`src/rtl/control_sequencer.sv`:
```
// Control sequencer: a Moore FSM that walks the fetch and ALU-immediate
// execute steps and produces registered datapath strobes for each step.
module control_sequencer (
  input  logic        Clock,
  input  logic        Clear,
  input  logic [31:0] IR,
  input  logic        Start,
  input  logic        Stop,
  input  logic        Mem_Ready,
  output logic        PC_Out,
  output logic        MDR_Out,
  output logic        ZLO_Out,
  output logic        C_Out,
  output logic        BA_Out,
  output logic        PC_In,
  output logic        MDR_In,
  output logic        MAR_In,
  output logic        IR_In,
  output logic        Y_In,
  output logic        ZLO_In,
  output logic        R_In,
  output logic        IncPC,
  output logic        Read,
  output logic        G_RA,
  output logic        G_RB,
  output logic [4:0]  CONTROL,
  output logic        Run,
  output logic        Fault
);

  typedef enum logic [3:0] {
    IDLE   = 4'd0,
    T0     = 4'd1,
    T1     = 4'd2,
    T2     = 4'd3,
    T3     = 4'd4,
    T4     = 4'd5,
    T5     = 4'd6,
    HALTED = 4'd7,
    FAULT  = 4'd8
  } state_e;

  localparam logic [4:0] OP_ADDI = 5'b01011;
  localparam logic [4:0] OP_ANDI = 5'b01100;
  localparam logic [4:0] OP_ORI  = 5'b01101;
  localparam logic [4:0] OP_NOP  = 5'b11010;
  localparam logic [4:0] OP_HALT = 5'b11011;

  typedef struct packed {
    logic       pc_out;
    logic       mdr_out;
    logic       zlo_out;
    logic       c_out;
    logic       ba_out;
    logic       pc_in;
    logic       mdr_in;
    logic       mar_in;
    logic       ir_in;
    logic       y_in;
    logic       zlo_in;
    logic       r_in;
    logic       inc_pc;
    logic       read;
    logic       g_ra;
    logic       g_rb;
    logic [4:0] control;
    logic       run;
    logic       fault;
  } ctrl_t;

  state_e     state_q, state_d;
  logic       stop_q, stop_d;
  logic [4:0] opcode_q, opcode_d;
  ctrl_t      ctrl_q, ctrl_d;
  logic       run_state;
  logic       stop_now;

  // Only the opcode field matters to sequencing; register fields go to the datapath.
  logic unused_ir_bits;
  assign unused_ir_bits = ^IR[26:0];

  // ALU operation code for the three immediate instructions; zero otherwise.
  function automatic logic [4:0] alu_code(input logic [4:0] opcode);
    case (opcode)
      OP_ADDI: alu_code = 5'b00011;
      OP_ANDI: alu_code = 5'b01000;
      OP_ORI:  alu_code = 5'b01001;
      default: alu_code = 5'b00000;
    endcase
  endfunction

  // Strobe pattern for a given state; outputs are a pure function of state and opcode.
  function automatic ctrl_t decode(input state_e state, input logic [4:0] opcode);
    ctrl_t c;
    c = '0;
    case (state)
      T0: begin
        c.pc_out = 1'b1;
        c.mar_in = 1'b1;
        c.inc_pc = 1'b1;
      end
      T1: begin
        c.read   = 1'b1;
        c.mdr_in = 1'b1;
      end
      T2: begin
        c.mdr_out = 1'b1;
        c.ir_in   = 1'b1;
      end
      T3: begin
        c.g_rb   = 1'b1;
        c.ba_out = 1'b1;
        c.y_in   = 1'b1;
      end
      T4: begin
        c.c_out   = 1'b1;
        c.zlo_in  = 1'b1;
        c.control = alu_code(opcode);
      end
      T5: begin
        c.zlo_out = 1'b1;
        c.g_ra    = 1'b1;
        c.r_in    = 1'b1;
      end
      FAULT:   c.fault = 1'b1;
      default: c = '0;
    endcase
    c.run = (state == T0) || (state == T1) || (state == T2) ||
            (state == T3) || (state == T4) || (state == T5);
    return c;
  endfunction

  // Next-state, stop-flag and opcode-latch logic; outputs are decoded from the next state
  // so the registered strobes line up with the state they belong to.
  always_comb begin
    state_d  = state_q;
    stop_d   = stop_q;
    opcode_d = opcode_q;

    run_state = (state_q == T0) || (state_q == T1) || (state_q == T2) ||
                (state_q == T3) || (state_q == T4) || (state_q == T5);
    stop_now  = stop_q || (Stop && run_state);
    if (run_state) begin
      stop_d = stop_now;
    end

    case (state_q)
      IDLE:   if (Start) state_d = T0;
      T0:     state_d = T1;
      T1:     if (Mem_Ready) state_d = T2;
      T2: begin
        state_d  = T3;
        opcode_d = IR[31:27];
      end
      T3: begin
        case (opcode_q)
          OP_ADDI, OP_ANDI, OP_ORI: state_d = T4;
          OP_NOP:                   state_d = stop_now ? HALTED : T0;
          OP_HALT:                  state_d = HALTED;
          default:                  state_d = FAULT;
        endcase
      end
      T4:     state_d = T5;
      T5:     state_d = stop_now ? HALTED : T0;
      HALTED: if (Start) state_d = T0;
      FAULT:  state_d = FAULT;
      default: state_d = IDLE;
    endcase

    // A pending stop is consumed by halting and has no meaning outside a run.
    if ((state_d == HALTED) || (state_d == FAULT) || (state_d == IDLE)) begin
      stop_d = 1'b0;
    end

    ctrl_d = decode(state_d, opcode_d);
  end

  // State, stop flag, latched opcode and registered strobes with synchronous clear.
  always_ff @(posedge Clock) begin
    if (!Clear) begin
      state_q  <= IDLE;
      stop_q   <= 1'b0;
      opcode_q <= 5'b00000;
      ctrl_q   <= '0;
    end else begin
      state_q  <= state_d;
      stop_q   <= stop_d;
      opcode_q <= opcode_d;
      ctrl_q   <= ctrl_d;
    end
  end

  assign PC_Out  = ctrl_q.pc_out;
  assign MDR_Out = ctrl_q.mdr_out;
  assign ZLO_Out = ctrl_q.zlo_out;
  assign C_Out   = ctrl_q.c_out;
  assign BA_Out  = ctrl_q.ba_out;
  assign PC_In   = ctrl_q.pc_in;
  assign MDR_In  = ctrl_q.mdr_in;
  assign MAR_In  = ctrl_q.mar_in;
  assign IR_In   = ctrl_q.ir_in;
  assign Y_In    = ctrl_q.y_in;
  assign ZLO_In  = ctrl_q.zlo_in;
  assign R_In    = ctrl_q.r_in;
  assign IncPC   = ctrl_q.inc_pc;
  assign Read    = ctrl_q.read;
  assign G_RA    = ctrl_q.g_ra;
  assign G_RB    = ctrl_q.g_rb;
  assign CONTROL = ctrl_q.control;
  assign Run     = ctrl_q.run;
  assign Fault   = ctrl_q.fault;

endmodule

```
`config.mk`:
```
export PLATFORM = sky130hd
export DESIGN_NAME = control_sequencer
export DESIGN_NICKNAME = d
export VERILOG_FILES = /design/src/rtl/control_sequencer.sv
export SDC_FILE = /design/constraint.sdc
export NUM_CORES = 1
export LEC_CHECK = 0
export CAP_MARGIN = 20
export CORE_ASPECT_RATIO = 0.75
export CORE_MARGIN = 2
export CORE_UTILIZATION = 40
export DETAILED_ROUTE_END_ITERATION = 8
export PLACE_DENSITY = 0.8
export SLEW_MARGIN = 5
export SYNTH_ARGS = -nofsm -noshare
export SYNTH_HDL_FRONTEND = slang
export SYNTH_SLANG_ARGS = --single-unit
```
`constraint.sdc`:
```
create_clock -name Clock -period 1.75 [get_ports Clock]
set_input_delay 0.35 -clock Clock [delete_from_list [all_inputs] [get_ports Clock]]
set_output_delay 0.35 -clock Clock [all_outputs]
set_load 0.03 [all_outputs]
```
==> flow_metrics.py, run 1 <==
metrics = {
    "pwr": {
        "p_leak_nw": 0.6172,
        "p_seq_share_pct": 46.6,
        "power_density_nw_per_um2": 716.3,
        "totalPowerFinal_mw": 1.144,
        "switchingPower_uw": 336.9,
        "internal-power_uw": 806.7,
        "p_clk_share_pct": 27.1,
        "ir_drop_mv": 0.2738,
        "switching_share_pct": 29.46,
        "p_comb_share_pct": 26.2,
    },
    "sta": {
        "finalSetupTns_ps": 0,
        "hold_ws_ps": 507.5,
        "worst_slack_ps": 63.97,
        "fin_crit_sh_pct": 96.34,
        "fmax_ghz": 0.5931,
        "hold_violations": 0,
        "finalCriticalPeriod_ps": 1686,
        "finalMaxSlewViolations": 0,
        "rsz0062_at_grt": "false",
        "finalSetupViolations": 0,
        "finClkSkew_ps": 2.236,
    },
    "hold_path": {
        "hold_class": "flop to flop",
        "hp-start": "opcode_q[4]",
        "hold_depth": 2,
        "hold_end": "opcode_q[4]",
    },
    "synth": {
        "synth_seq_cells": 21,
        "syn_inst": 129,
        "ys_warn_count": 0,
        "synth_area_um2": 1216,
        "synth-edff-count": 0,
        "ys_types": 52,
        "ys_async_sr_fraction_pct": 0,
        "synth_area_per_cell_um2": 9.428,
        "yosysSeqAreaShare_pct": 34.57,
        "synth_ff_type": "dfxtp_1",
    },
    "job": {
        "maxCapViolCount": 0,
    },
    "die": {
        "die_w_um": 67.67,
        "core-area_um2": 2914,
        "dieArea_um2": 3502,
        "rows": 17,
        "pin_count": 60,
        "die_height_um": 51.76,
        "start_util_pct": 41.73,
    },
    "final_layout": {
        "drive_above_1_share_pct": 25.32,
        "final_common_cell": "clkdlybuf4s50_1",
        "final_cell_mix": "28 x clkdlybuf4s50_1, 18 x dfxtp_1, 14 x nand2_1",
        "final-seq-area_um2": 426.7,
        "fin_area_um2": 1597,
        "final_cells": 196,
        "fillCellCount": 242,
        "fin_nets": 196,
        "area.growth.synth_to_final_pct": 31.28,
        "multi_input_area_um2": 683.2,
        "diodes": 0,
        "fin_util_pct": 54.79,
    },
    "global_route": {
        "grt_antenna_before_repair": 0,
        "grt_pass1_vias": 963,
        "grt_overflow_total": 0,
        "grt.total_usage_pct": 16.88,
        "grt_pass1_wl_um": 4388,
        "grt_start_max_net_pins": 14,
    },
    "critical_path": {
        "reg2reg_to": "Run",
        "reg2reg_slack_ps": 110,
        "endpoint_kind": "flop",
        "cp.arrival_ps": 1830,
        "cp.buffers_inverters": 2,
        "cp_slowest_cell": "clkdlybuf4s50_1",
        "cp_max_fo": 3,
        "critPathLaunchType": "input pin",
        "r2r_cells": 6,
        "critPathTopFamily": "buffers and inverters",
        "critPathMaxStageDelay_ps": 480,
        "crit_required_ps": 1890,
        "crit_path_cell_trace": "clkdlybuf4s50_1, buf_4, nand2b_4, o31ai_2, a22oi_2, o21a_1, nor3_2, nor3_1",
        "r2r_start": "state_q[2]",
        "critPathKind": "input pin to flop",
    },
    "placement": {
        "placed_area_um2": 1515,
        "dp.cells": 192,
        "post-place-ws_ps": -215.4,
        "port_buffers": 29,
        "dp_hpwl_um": 2075,
        "globalplace.congestion": 0.8107,
    },
    "clock_network": {
        "clockBufferDepth": 2,
        "clk-insertion-delay-late_ps": 260,
        "htreeDepth": 1,
        "clk_pin_slew_worst_paths_ps": 70,
        "cts_root_buffer": "clkbuf_8",
        "clock_sinks": 21,
        "cts_buffers": 3,
        "postCtsHoldBufs": 0,
        "cts_tree": "yes",
        "post_cts_buffers": 0,
    },
    "outcome": {
        "outcome": "finished, final reports clean",
    },
    "route": {
        "wl_per_cell_um": 14.22,
        "totalWireLength_um": 2787,
        "vias_per_cell": 5.036,
        "drtIter0Drc": 65,
        "drtPass1Iterations": 4,
        "num_vias": 987,
        "remaining_drc_errors": 0,
        "antenna_left": 0,
    },
}
## worst min-delay path, cell delays in order, from the launching register on
cell      delay, ps
dfxtp_1         340
nand2_1          60
a21boi_0         60
## timing repair
item	in CTS	in global routing
setup endpoints to repair	7	13
pin swaps	0	1
resized for setup	2	8
hold endpoints to repair	0	0
## Yosys cell counts, drive strengths merged, types with 2 or more instances
master | n | area (um^2)
nor2b | 8 | 57.55
clkbuf | 2 | 7.510
a21boi | 6 | 45.05
nand2 | 15 | 58.81
inv | 3 | 11.26
nand2b | 2 | 20.02
nor3 | 6 | 40.04
nor4b | 2 | 38.78
or2 | 2 | 12.52
and2 | 4 | 27.53
dfxtp | 21 | 420.4
a21o | 3 | 22.52
o21a | 2 | 15.01
a21oi | 4 | 42.55
nor2 | 8 | 37.54
nand3 | 2 | 10.01
buf | 16 | 128.9
nand4b | 3 | 41.29
## registers in the layout (all words and copies together) (netlist names)
register  cells
opcode_q      5
state_q       4
CONTROL       3
Fault         1
G_RA          1
G_RB          1
IR_In         1
IncPC         1
Read          1
Run           1
ZLO_In        1
stop_q        1
## logic make-up (layout without fill, tap and decap cells)
group,count (synthesis),count (layout),share of synthesized area (%)
AOI/OAI and AO/OA,24,24,17.28
and+or+nand+nor,61,61,34.98
buffers and inverters,21,48,12.14
other,1,3,0.3083
DFF,21,21,34.57
xor gates and xnor gates,1,1,0.7203
## power groups by stage
| stage | combinational (mW) | clock (mW) | sequential, mW |
|---|---|---|---|
| after floorplan | 0.196 | 0 | 0.542 |
| after global placement | 0.277 | 0 | 0.537 |
| after detailed placement | 0.283 | 0 | 0.540 |
| after CTS | 0.287 | 0.322 | 0.530 |
| after global routing | 0.318 | 0.346 | 0.536 |
| final | 0.300 | 0.310 | 0.533 |
## layer usage
| layer | global-route usage [%] | share of wire (%) | vias to the layer above |
|---|---|---|---|
| met1 | 20.00 | 43 | 463 |
| met2 | 29.41 | 51 | 26 |
| li1 | - | - | 491 |
| met5 | 0 | 0 | - |
| met4 | 9.184 | 2.6 | 0 |
| met3 | 2.165 | 3.5 | 7 |
## final cells by class
class                   count  area share [%]
well taps                  38           2.978
inverters                   3          0.7053
clock buffers               4           2.821
multi-input cells          89           42.79
flip-flops and latches     21           26.72
repair buffers             41           23.98
## worst max path at each step
stage / start / to / slack, ps / depth (start not counted)
2_1_floorplan: state_q[1] / Run / 240 / 7
3_5_place_dp: Start / Run / -220 / 7
3_3_place_gp: Start / Run / -190 / 7
6_report: Stop / Run / 60 / 8
5_1_grt: Stop / Run / 3 / 8
4_1_cts: state_q[1] / CONTROL[3] / 8 / 6
Power figures use the tool's default switching activity.
==> run 2: changes to the inputs <==
- CORE_UTILIZATION: 40 -> 31
- PLACE_DENSITY: 0.8 -> default
==> flow_metrics.py, run 2 (synthesis results as in run 1) <==
metrics = {
    "sta": {
        "hold_violations": 0,
        "fin_crit_sh_pct": 95.87,
        "fmax_ghz": 0.5960,
        "finalSetupViolations": 0,
        "finalCriticalPeriod_ps": 1678,
        "finalMaxSlewViolations": 0,
        "rsz0062_at_grt": "false",
        "finClkSkew_ps": 4.956,
        "finalSetupTns_ps": 0,
        "worst_slack_ps": 72.27,
    },
    "die": {
        "dieArea_um2": 4446,
        "rows": 19,
        "core-area_um2": 3709,
        "start_util_pct": 32.79,
        "die_height_um": 58.25,
        "die_w_um": 76.33,
        "pin_count": 60,
    },
    "critical_path": {
        "endpoint_kind": "flop",
        "crit_required_ps": 1910,
        "r2r_start": "state_q[0]",
        "critPathKind": "input pin to flop",
        "cp_max_fo": 4,
        "crit_start": "Start",
        "critPathLaunchType": "input pin",
        "cp.arrival_ps": 1830,
        "reg2reg_slack_ps": 110,
    },
    "job": {
        "maxCapViolCount": 0,
    },
    "clock_network": {
        "postCtsHoldBufs": 0,
        "clk_pin_slew_worst_paths_ps": 80,
        "cts_buffers": 3,
        "cts_tree": "yes",
        "clockBufferDepth": 2,
        "clock_sinks": 21,
        "cts_root_buffer": "clkbuf_8",
        "clk-insertion-delay-late_ps": 260,
        "htreeDepth": 1,
    },
    "pwr": {
        "power_density_nw_per_um2": 693.7,
        "totalPowerFinal_mw": 1.178,
        "ir_drop_mv": 0.4080,
        "p_leak_nw": 0.6421,
    },
    "final_layout": {
        "diodes": 0,
        "fillCellCount": 361,
        "multi_input_area_um2": 715.7,
        "fin_area_um2": 1698,
        "largest-register": "opcode_q",
        "drive_above_1_share_pct": 31.10,
        "final-seq-area_um2": 434.2,
        "final_cell_mix": "29 x clkdlybuf4s50_1, 18 x buf_4, 16 x dfxtp_1",
        "final_cells": 216,
        "largest_register_ffs": 5,
        "final_common_cell": "clkdlybuf4s50_1",
        "fin_nets": 202,
        "area.growth.synth_to_final_pct": 39.61,
    },
    "outcome": {
        "outcome": "finished, final reports clean",
    },
    "route": {
        "remaining_drc_errors": 0,
        "drtPass1Iterations": 4,
        "wl_per_cell_um": 11.57,
        "totalWireLength_um": 2499,
        "antenna_left": 0,
        "vias_per_cell": 4.556,
        "drtIter0Drc": 28,
        "num_vias": 984,
    },
    "global_route": {
        "grt_pass1_wl_um": 4091,
        "grt_overflow_total": 0,
        "grt_antenna_before_repair": 0,
        "grt_start_max_net_pins": 13,
        "grt_pass1_vias": 890,
        "grt.total_usage_pct": 11.51,
    },
    "placement": {
        "port_buffers": 29,
        "placed_area_um2": 1548,
        "dp.cells": 208,
        "dp_hpwl_um": 1887,
        "post-place-ws_ps": -235.5,
        "globalplace.congestion": 0.8123,
    },
    "hold_path": {
        "hold_class": "flop to flop",
        "hp-start": "opcode_q[2]",
    },
}
==> run 2: changes by cell type in the layout (fill, tap and decap cells not counted), moves of 2 or more <==
cell	before	now
buf_4	12	18
dfxtp_1	18	16
dfxtp_4	1	3
nor3_2	3	1
nor3_4	0	2
==> run 2: timing repair <==
item	CTS	global route
endpoints found under the setup margin	9	7
setup buffers	0	4
pin swaps	0	3
gates resized for setup	2	17
==> run 2: worst paths after layout <==
check	cells past startpoint	end
max	7	stop_q
min	2	opcode_q[2]
max reg2reg	6	stop_q
min reg2reg	2	opcode_q[2]
==> run 2: critical path, stage by stage <==
cell	delay, ps
clkdlybuf4s50_1	420
buf_4	150
a211oi_4	250
a31oi_2	90
o21a_1	260
nor3_4	220
nor4_2	70
==> run 2: final cells by class <==
cell class,instances,share of cell area [%]
clock inverters,1,0.2948
flip-flops and latches,21,25.57
well taps,52,3.832
inverters,3,0.6632
multi-input cells,89,42.15
repair buffers,47,25.06
clock buffers,3,2.432
==> run 2: power by group <==
part,internal (mW),switching [mW]
logic,0.168,0.161
registers,0.499,0.0334
clock network,0.159,0.159
==> run 2: metrics by stage <==
stage,hold WS (ps),util [%]
2_1_floorplan,452.3,-
3_3_place_gp,466.1,41.73
3_5_place_dp,475.2,41.73
4_1_cts,485.9,43.05
5_1_grt,528.5,45.78
6_report,502.9,45.78
==> run 2: routing by layer <==
layer  wire length, um  share of wire, %  vias up  GRT usage [%]
li1                  -                 -      501              -
met1              1275                51      454          15.98
met2              1072                43       27          18.20
met3               139               5.6        2          3.583
met4                12              0.48        0          1.558
met5                 0                 0        -              0
